===== src/rtl/pcs_stack.sv =====
// pcs_stack: program counter plus a DEPTH-entry circular return-address stack.
//
// Ports:
//   clk         system clock, all state updates on the rising edge
//   reset_n     asynchronous active-low reset
//   stall       hold pc, stack and depth this cycle (err_clr still acts)
//   op          0 SEQ, 1 JUMP, 2 BRANCH, 3 CALL, 4 RET, 5 RESTORE, 6-7 as SEQ
//   cond        branch condition, only used by BRANCH
//   target      absolute address (JUMP/CALL) or signed offset (BRANCH)
//   ra_restore  value written to the stack top by RESTORE
//   err_clr     clears the sticky overflow/underflow flags
//   pc          registered program counter
//   pc_1        pc + 1 (combinational)
//   ra          stack top, 0 when the stack is empty
//   depth       number of valid stack entries
//   overflow    sticky: CALL issued while the stack was full
//   underflow   sticky: RET issued while the stack was empty
module pcs_stack #(
  parameter int               WIDTH    = 16,
  parameter int               DEPTH    = 8,
  parameter logic [WIDTH-1:0] RESET_PC = '0
) (
  input  logic                     clk,
  input  logic                     reset_n,
  input  logic                     stall,
  input  logic [2:0]               op,
  input  logic                     cond,
  input  logic [WIDTH-1:0]         target,
  input  logic [WIDTH-1:0]         ra_restore,
  input  logic                     err_clr,
  output logic [WIDTH-1:0]         pc,
  output logic [WIDTH-1:0]         pc_1,
  output logic [WIDTH-1:0]         ra,
  output logic [$clog2(DEPTH):0]   depth,
  output logic                     overflow,
  output logic                     underflow
);

  localparam int PW = $clog2(DEPTH);

  localparam logic [PW:0]      FULL   = (PW+1)'(DEPTH);
  localparam logic [PW:0]      ONE_D  = (PW+1)'(1);
  localparam logic [PW-1:0]    ONE_P  = PW'(1);
  localparam logic [WIDTH-1:0] ONE_W  = WIDTH'(1);

  typedef enum logic [2:0] {
    OP_SEQ     = 3'd0,
    OP_JUMP    = 3'd1,
    OP_BRANCH  = 3'd2,
    OP_CALL    = 3'd3,
    OP_RET     = 3'd4,
    OP_RESTORE = 3'd5
  } op_e;

  logic [WIDTH-1:0] pc_q;
  logic [PW:0]      depth_q;
  logic [PW-1:0]    top_ptr;
  logic [WIDTH-1:0] mem [DEPTH];

  logic [WIDTH-1:0] next_pc;
  logic [PW:0]      next_depth;
  logic [PW-1:0]    next_top;
  logic             mem_we;
  logic [PW-1:0]    mem_waddr;
  logic [WIDTH-1:0] mem_wdata;
  logic             set_ovf;
  logic             set_unf;

  assign pc    = pc_q;
  assign pc_1  = pc_q + ONE_W;
  assign depth = depth_q;
  assign ra    = (depth_q == '0) ? '0 : mem[top_ptr];

  // Next-state decode. top_ptr always indexes the newest entry; a push
  // pre-increments it, so a push while full lands on the oldest entry.
  always_comb begin
    next_pc    = pc_q;
    next_depth = depth_q;
    next_top   = top_ptr;
    mem_we     = 1'b0;
    mem_waddr  = top_ptr;
    mem_wdata  = ra_restore;
    set_ovf    = 1'b0;
    set_unf    = 1'b0;
    if (!stall) begin
      next_pc = pc_1;
      case (op)
        OP_JUMP: next_pc = target;
        // Two's-complement offset: plain modular add covers both signs.
        OP_BRANCH: if (cond) next_pc = pc_q + target;
        OP_CALL: begin
          next_pc   = target;
          next_top  = top_ptr + ONE_P;
          mem_we    = 1'b1;
          mem_waddr = top_ptr + ONE_P;
          mem_wdata = pc_1;
          if (depth_q == FULL) set_ovf = 1'b1;
          else                 next_depth = depth_q + ONE_D;
        end
        OP_RET: begin
          if (depth_q != '0) begin
            next_pc    = ra;
            next_top   = top_ptr - ONE_P;
            next_depth = depth_q - ONE_D;
          end else begin
            set_unf = 1'b1;
          end
        end
        OP_RESTORE: begin
          mem_we = 1'b1;
          if (depth_q == '0) begin
            next_top   = top_ptr + ONE_P;
            mem_waddr  = top_ptr + ONE_P;
            next_depth = ONE_D;
          end
        end
        default: ;
      endcase
    end
  end

  // Architectural state; an error event in the same cycle beats err_clr.
  always_ff @(posedge clk or negedge reset_n) begin
    if (!reset_n) begin
      pc_q      <= RESET_PC;
      depth_q   <= '0;
      top_ptr   <= '0;
      overflow  <= 1'b0;
      underflow <= 1'b0;
    end else begin
      pc_q      <= next_pc;
      depth_q   <= next_depth;
      top_ptr   <= next_top;
      overflow  <= set_ovf | (overflow & ~err_clr);
      underflow <= set_unf | (underflow & ~err_clr);
    end
  end

  // Stack storage carries no reset; entries beyond depth are never observed.
  always_ff @(posedge clk) begin
    if (mem_we) mem[mem_waddr] <= mem_wdata;
  end

endmodule

===== config.mk =====
export PLATFORM = sky130hd
export DESIGN_NAME = pcs_stack
export DESIGN_NICKNAME = d
export VERILOG_FILES = /design/src/rtl/pcs_stack.sv
export SDC_FILE = /design/constraint.sdc
export NUM_CORES = 1
export LEC_CHECK = 0
export BUFFER_PORTS_ARGS = -buffer_cell sky130_fd_sc_hd__buf_2
export CAP_MARGIN = 25
export CELL_PAD_IN_SITES_DETAIL_PLACEMENT = 1
export CELL_PAD_IN_SITES_GLOBAL_PLACEMENT = 1
export CORE_MARGIN = 2
export CORE_UTILIZATION = 40
export DETAILED_ROUTE_END_ITERATION = 12
export PLACE_DENSITY = 0.82
export SLEW_MARGIN = 20
export SYNTH_ARGS = -nofsm -noshare
export SYNTH_HDL_FRONTEND = slang
export SYNTH_SLANG_ARGS = --single-unit
export TNS_END_PERCENT = 5

===== constraint.sdc =====
create_clock -name clk -period 3.45 [get_ports clk]
set_clock_uncertainty 0.2 [all_clocks]
set_input_delay 0.345 -clock clk [delete_from_list [all_inputs] [get_ports clk]]
set_output_delay 0.345 -clock clk [all_outputs]
set_load 0.1 [all_outputs]

### Yosys cells after proc, flatten, opt, wreduce, memory -nomap -nowiden

Memory sizes are Yosys's and may differ from the RTL's.
Cells that the tools add are included.

* bits in registers: 25
* memory bits (writable): 128
* bits of input ports: 40
* output and inout port bits: 54
* memories: 1

* $add $sub $neg: 6
* eq/ne operators: 9
* muxes and demuxes: 25
* bitwise logic cells: 6
* reductions and logical operators: 7

Memory list
* mem: words 8, width 16, rd ports 1, clocked after memory_dff 0, wr ports 1, line 58 `logic [WIDTH-1:0] mem [DEPTH];`

Operator list (number)
* 16-bit two-way mux: 5
* 16-bit one-hot mux with 3 select lines: 1
* 16-bit by 1-bit adder with 16-bit output (second input constant): 1
* 16-bit adder: 1
* 4-bit two-way mux: 3
* 4-bit one-hot mux with 3 select lines: 1
* 1-bit two-way mux: 10
* 3-bit two-way mux: 3
* 3-bit one-hot mux with 3 select lines: 1
* 3-bit by 2-bit equality test with 1-bit output (second input constant): 2
* 3-bit equality test (second input constant): 2
* 2-bit != test (second input constant): 3
* 3-bit one-hot mux with 2 select lines: 1
* 5-bit AND reduction: 1
* 4-bit by 1-bit adder with 4-bit output (second input constant): 1
* 4-bit equality test (second input constant): 1
* 4-bit logical NOT: 1
* 4-bit nonzero test: 1
* 2-bit OR reduction: 2
* 4-bit by 1-bit subtractor with 4-bit output (second input constant): 1
* 3-bit by 1-bit adder with 3-bit output (second input constant): 1
* 3-bit by 1-bit equality test with 1-bit output (second input constant): 1
* 3-bit AND reduction: 1
* 3-bit nonzero test: 1
* 4 further kinds: 7

### Depth between registers and ports, before layout

Gate-level depths: netlist of the first run.

* depth in word-level cells: 6
* depth in mapped cells: 12
* gate-level depth less buffers: 10

### Worst setup path after synthesis of the first run

Ideal clock, no wire load.

* path kind: register -> register
* from: reg pc_q[0] (netlist: pc[0])
* to: mem mem[0][8] (data pin)
* library setup time: 0.162 ns
* data arrival time: 3.923 ns
* path slack: -0.835 ns
* stages on the path, launching flop included: 6
* path buffers: 0
* clock period less this slack: 4.285 ns
* cell sequence: dfrtp_1 -> ha_1 -> and4_1 -> nand4_1 -> xnor2_1 -> mux2_2

* cells in the longest elaborated chain, start to end: 3

RTL lines
* start: declaration: line 55 `logic [WIDTH-1:0] pc_q;`
* start signal: assignment: line 131 `pc_q <= next_pc;`
* 16-bit by 1-bit adder with 16-bit output: line 70 `assign pc_1 = pc_q + ONE_W;`
* via pc_1[8]: line 32 `output logic [WIDTH-1:0] pc_1,`
* 16-bit two-way mux: line 87 `case (op)`
* 16-bit two-way mux: line 85 `if (!stall) begin`
* via mem_wdata[8]: line 65 `logic [WIDTH-1:0] mem_wdata;`
* end: declaration: line 58

The timed path passes the listed nets, and every way through them passes these cells.

### Final worst setup path of the first run

* from: reg pc_q[3] (netlist: pc[3])
* to: out pc_1[7]

* cells in the longest elaborated chain, start to end: 1

RTL lines (line)
* 16-bit by 1-bit adder with 16-bit output: 70
* end: declaration: 32

No other way between the ends.

==> metrics.csv, run 1 <==
stage,metric,value,unit
power_and_ir_drop,Static Leak,3.475,nW
clock_tree,CTS buffer count,17,
floorplan,Die Span Y,143.9,µm
timing,min cycle time layout,3316,ps
final_layout,number of diodes,0,
logic_synthesis,Post-synth EDFFs,128,
placed_design,Buffers on Ports,93,
outcome,status,completed,
floorplan,IO Pins,94,
placed_design,DP Wirelength,16070,µm
final_layout,nets,746,
detailed_routing,routed len/inst,24.89,µm
logic_synthesis,Yosys top cell by area,edfxtp_1,
logic_synthesis,fraction of registers with async set/reset,0.1634,
timing,unrepaired setup endpoints after global routing,false,
timing,Achievable Freq,301.5,MHz
power_and_ir_drop,maximum vdd drop,0.0005121,V
logic_synthesis,top-area cell type share of the netlist area,0.4907,
worst_setup_path,arrival time at the worst endpoint,2770,ps
grt,largest net degree at the start of global routing,34,
power_and_ir_drop,Total Power,0.009651,W
detailed_routing,post-route ant nets,0,
clock_tree,worst-case clock buffer depth,2,
logic_synthesis,synthesized flop and latch total,153,
timing,Tcrit/Tclk final,0.9613,
logic_synthesis,synth top area cells,"edfxtp_1 49%, mux4_2 9.2%, dfrtp_1 8.0%",
grt,aggregate global-route resource usage,0.2380,
final_layout,finished layout cell area,0.009344,mm²
detailed_routing,via/cell ratio,5.920,
worst_setup_path,Worst Setup Path Type,flop to primary output,
grt,Congestion Overflow GR,0,
floorplan,DIE WIDTH,143.9,µm
detailed_routing,DRC viols,0,
min_path,Hold Path Class,input pin to flop,
final_layout,Fill cells,1999,
clock_tree,H-Tree Depth,4,
timing,"Slew Viols, Final",0,
detailed_routing,Final Routed Wirelength,23950,µm
logic_synthesis,syn avg cell area,13.50,µm²
timing,final hold vios,0,
grt,initial antenna violation count,0,
clock_tree,clk root buf,clkbuf_16,
logic_synthesis,sequential area share after synthesis,0.5706,
logic_synthesis,"Distinct cells, synth",73,
clock_tree,Clock transition at path regs,70,ps
clock_tree,CTS Hold Bufs,2,
timing,Final setup violation count,0,
grt,first-pass GRT wire length,36200,µm
worst_setup_path,worst path cell trace,"nand4_1, nor2_1, nand3_1, xnor2_1, buf_2",
worst_setup_path,Crit. End Element,primary output,
power_and_ir_drop,pwr/cell area,1033,mW/mm²
floorplan,Total Die Area,0.02072,mm²
floorplan,total core area,0.01933,mm²
clock_tree,clk sinks,153,
grt,vias in the first global route,6068,
floorplan,Initial Utilization,0.4051,
placed_design,Placed Area,0.008735,mm²
worst_setup_path,CP Data Required Time,2900,ps
worst_setup_path,crit path max fanout,7,
detailed_routing,via count,5695,
worst_setup_path,Critical Path Source Type,flop,
worst_setup_path,CP max stage cell,buf_2,
clock_tree,# resized after CTS,0,
clock_tree,CTS tree,done,
detailed_routing,Iter 0 DRT Violations,379,
timing,max_slew headroom,0.4297,
clock_tree,Skew-Pair Late Insertion Delay,430,ps
final_layout,share of layout cells above drive strength 1,0.3171,
logic_synthesis,Synthesis Warnings,0,
timing,Worst-Margin Slew,846.5,ps
worst_setup_path,Worst path max stage delay,530,ps
logic_synthesis,syn nets,642,
logic_synthesis,"Primary FF master, synth",edfxtp_1,
logic_synthesis,Syn Std Cell Area,0.007833,mm²
floorplan,Rows,51,
flow_run,max_cap viols,0,
clock_tree,buffer count from post-CTS setup fixing,0,
logic_synthesis,top cells by instance count after synthesis,"128 x edfxtp_1, 45 x a21oi_1, 41 x nor2_1, 32 x mux4_2, 28 x nand2_1",
logic_synthesis,"count leader, synth",edfxtp_1,
final_layout,Area Overhead vs Synth,19.30,%
logic_synthesis,Cells after Synth,580,
placed_design,GPL Wtd Cong,0.9243,
detailed_routing,drt pass-1 iters,5,
## metal layers
| metal | vias to the layer above | routed length, µm | track usage |
|---|---|---|---|
| met5 | - | 0 | 0 |
| met4 | 0 | 914 | 0.1197 |
| met3 | 75 | 1445 | 0.04965 |
| met2 | 252 | 12060 | 0.3932 |
| met1 | 2910 | 9526 | 0.2972 |
| li1 | 2458 | - | - |
## registers in the layout (all words and copies together) (netlist names)
signal     count
underflow      1
pc            16
depth          4
top_ptr        3
mem          128
overflow       1
## cell families (layout without fill, tap and decap cells)
kind of cell / after synthesis / after routing / share of synthesized area
and+or+nand+nor: 132 / 132 / 0.08403
buffers and inverters: 52 / 169 / 0.03227
muxes: 65 / 65 / 0.1367
AOI/OAI and AO/OA: 130 / 130 / 0.1102
DFF: 153 / 153 / 0.5706
xor gates and xnor gates: 26 / 26 / 0.02907
adders and majority gates: 22 / 22 / 0.03706
## metrics by stage
stage	cells	setup WS [ps]	setup TNS (ps)	util	hold WS (ps)
finish	962	133.6	0	0.4833	72.48
floorplan	580	-688.0	-57870	-	-150.6
global route	962	55.17	0	0.4833	89.63
CTS	962	139.8	0	0.4833	52.38
detailed placement	928	602.2	0	0.4518	218.2
global placement	928	651.6	0	0.4518	217.3
## path summary, 6_finish.rpt
kind,slack (ps),cells after the start,start,to
max,130,5,pc[3],pc_1[7]
min,70,2,op[0],top_ptr[1]
max reg2reg,550,7,top_ptr[1],mem[5][6]
min reg2reg,350,2,underflow,underflow
max in group asynchronous,2270,2,reset_n,pc[0]
min in group asynchronous,290,2,reset_n,top_ptr[1]
## power breakdown
| part | total (W) | switching (W) | internal [W] |
|---|---|---|---|
| Sequential | 0.00254 | 0.000297 | 0.00224 |
| Combinational | 0.00521 | 0.00399 | 0.00122 |
| Clock | 0.00190 | 0.000815 | 0.00109 |
## worst max-delay path: cells and delay by family (launching register included)
family | cells | cell delay [ps]
xor gates and xnor gates | 1 | 500
buffers and inverters | 1 | 530
and+or+nand+nor | 3 | 810
DFF | 1 | 510
## placed cells by master (no fill, tap or decap), types with 6 or more instances in the layout
| cell type | count |
|---|---|
| edfxtp_1 | 128 |
| buf_2 | 93 |
| a21oi_1 | 45 |
| nor2_1 | 41 |
| mux4_2 | 32 |
| nand2_1 | 28 |
| o21ai_0 | 25 |
| inv_1 | 23 |
| dfrtp_1 | 22 |
| ha_1 | 20 |
| mux2i_1 | 19 |
| clkbuf_16 | 17 |
| buf_4 | 17 |
| mux2_2 | 13 |
| xnor2_1 | 12 |
| nand3_1 | 11 |
| xor2_1 | 8 |
| nor3_2 | 8 |
| a221oi_1 | 8 |
| nor3_1 | 7 |
| nand4_1 | 6 |
| a21o_1 | 6 |
## cell type report
cell class,instances,area (µm²),share of cell area
Clock buffer,18,429.2,0.04593
Clock inverter,14,160.2,0.01714
Inverter,24,90.09,0.009641
Multi-Input combinational cell,375,3227,0.3453
Sequential cell,153,4473,0.4787
Tap cell,265,331.6,0.03548
Timing Repair Buffer,113,633.1,0.06776
Power figures use the tool's default switching activity.
==> inputs of run 2 (changes only) <==
--- a/config.mk
+++ b/config.mk
@@ -9,7 +9,7 @@
 export CAP_MARGIN = 25
 export CELL_PAD_IN_SITES_DETAIL_PLACEMENT = 1
 export CELL_PAD_IN_SITES_GLOBAL_PLACEMENT = 1
-export CORE_MARGIN = 2
+export CORE_ASPECT_RATIO = 1.2
 export CORE_UTILIZATION = 40
 export DETAILED_ROUTE_END_ITERATION = 12
 export PLACE_DENSITY = 0.82
==> metrics.csv, run 2 (synthesis gave the netlist of run 1 again) <==
stage,metric,value,unit,change
detailed_routing,Iter 0 DRT Violations,444,,+17%
detailed_routing,post-route ant nets,0,,unchanged
final_layout,number of diodes,0,,unchanged
final_layout,Non-Filler Instances,959,,-0.31%
worst_setup_path,arrival time at the worst endpoint,2790,ps,+20 ps
final_layout,final design utilization,0.4951,,+0.01185
grt,largest net degree at the start of global routing,31,,-8.8%
floorplan,DIE WIDTH,129.7,µm,-9.9%
timing,Worst-Margin Slew,833.4,ps,-13.06 ps
timing,min cycle time layout,3333,ps,+17.13 ps
placed_design,Placed Area,0.008781,mm²,+0.53%
clock_tree,Clock transition at path regs,80,ps,about the same
placed_design,Placed Cells incl. Taps,925,,-0.32%
power_and_ir_drop,Static Leak,3.518,nW,+1.2%
power_and_ir_drop,pwr/cell area,1022,mW/mm²,-1.1%
clock_tree,worst-case clock buffer depth,2,,unchanged
floorplan,total core area,0.01899,mm²,-1.8%
detailed_routing,via/cell ratio,5.840,,-1.3%
placed_design,GPL Wtd Cong,0.8789,,-4.9%
floorplan,Die Span Y,155.3,µm,+7.9%
floorplan,Initial Utilization,0.4124,,+0.007285
worst_setup_path,CP Data Required Time,2900,ps,about the same
floorplan,IO Pins,94,,unchanged
clock_tree,clk root buf,clkbuf_16,,
grt,Congestion Overflow GR,0,,unchanged
placed_design,DP Wirelength,16570,µm,+3.1%
final_layout,"commonest cells after routing, fill and taps aside","128 x edfxtp_1, 92 x buf_2, 45 x a21oi_1",,
grt,initial antenna violation count,0,,unchanged
detailed_routing,via count,5601,,-1.7%
final_layout,max reg flops,128,,unchanged
clock_tree,Skew-Pair Late Insertion Delay,430,ps,about the same
detailed_routing,drt pass-1 iters,5,,unchanged
final_layout,Top reg by flops,mem,,
final_layout,share of layout cells above drive strength 1,0.3272,,+0.01010
timing,setup TNS,0,ps,unchanged
floorplan,Total Die Area,0.02015,mm²,-2.8%
grt,first-pass GRT wire length,35310,µm,-2.5%
grt,aggregate global-route resource usage,0.2400,,+0.001989
final_layout,finished layout cell area,0.009404,mm²,+0.64%
worst_setup_path,Buf/Inv on CP,1,,unchanged
flow_run,max_cap viols,0,,unchanged
timing,Achievable Freq,300.0,MHz,-0.51%
detailed_routing,Final Routed Wirelength,22970,µm,-4.1%
worst_setup_path,crit path max fanout,8,,+1
floorplan,Rows,55,,+7.8%
detailed_routing,routed len/inst,23.95,µm,-3.8%
worst_setup_path,Worst Setup Path Type,flop to primary output,,
detailed_routing,DRC viols,0,,unchanged
timing,max_slew headroom,0.4418,,+0.01208
worst_setup_path,worst path cell trace,"nand4_1, nor2_1, nand3_1, xnor2_1, buf_2",,
placed_design,Buffers on Ports,93,,unchanged
final_layout,Area Overhead vs Synth,20.06,%,
grt,vias in the first global route,6088,,+0.33%
final_layout,nets,752,,+0.80%
outcome,status,completed,,
worst_setup_path,Critical Path Source Type,flop,,
timing,"Slew Viols, Final",0,,unchanged
worst_setup_path,cell family with most CP delay,simple AND/OR/NAND/NOR gates,,
clock_tree,H-Tree Depth,4,,unchanged
timing,Worst Hold Slack,54.21,ps,-18.27 ps
timing,unrepaired setup endpoints after global routing,false,,
timing,Tcrit/Tclk final,0.9662,,+0.004965
clock_tree,clk sinks,153,,unchanged
worst_setup_path,Worst path max stage delay,520,ps,about the same
power_and_ir_drop,maximum vdd drop,0.0006720,V,+31%
worst_setup_path,Crit. End Element,primary output,,
clock_tree,CTS buffer count,17,,unchanged
final_layout,"commonest non-fill, non-tap cell in the layout",edfxtp_1,,
timing,final hold vios,0,,unchanged
timing,Final setup violation count,0,,unchanged
worst_setup_path,CP max stage cell,buf_2,,
min_path,Hold Path Class,input pin to flop,,
clock_tree,CTS tree,done,,
## run 2: per-layer routing
metal  GRT usage  wire (µm)  vias to the layer above
li1            -          -                     2471
met1      0.2829       9112                     2896
met2      0.4288      12290                      181
met3     0.03714        883                       53
met4      0.1047        682                        0
met5           0          0                        -
## run 2: worst paths after layout
check                              start          to  slack, ps  cells after the start
min in group asynchronous        reset_n  top_ptr[0]        270                      2
max in group asynchronous        reset_n       pc[1]       2300                      2
worst min register to register  overflow    overflow        320                      2
worst max-delay path               pc[2]     pc_1[7]        120                      5
worst min-delay path               op[0]  top_ptr[1]         50                      2
worst max register to register     pc[0]      pc[12]        610                      9
## run 2: what timing repair did
item | 4_1_cts | 5_1_grt
setup endpoints to repair | 0 | 1
gates resized for setup | 0 | 2
hold buffers | 2 | 0
endpoints found under the hold margin | 27 | 0
buffers inserted | 0 | 0
## run 2: cell type report
cell class | instances | area (µm²)
Sequential cell | 153 | 4473
Fill cell | 1944 | 9589
Inverter | 24 | 90.09
Multi-Input combinational cell | 375 | 3229
Clock buffer | 17 | 425.4
Tap cell | 256 | 320.3
Timing Repair Buffer | 119 | 693.2
Clock inverter | 15 | 172.7
## run 2: per-stage QoR
| step | total power [W] | setup WS (ps) |
|---|---|---|
| after detailed placement | 0.007724 | 520.9 |
| after CTS | 0.009613 | 38.24 |
| after floorplan | 0.006621 | -688.0 |
| after global routing | 0.009908 | 43.80 |
| final | 0.009608 | 116.5 |
| after global placement | 0.007571 | 622.0 |
## run 2: where the power goes
group,internal [W],switching (W)
clock network,0.000978,0.000889
registers,0.00224,0.000284
logic,0.00124,0.00397
total,0.00446,0.00515
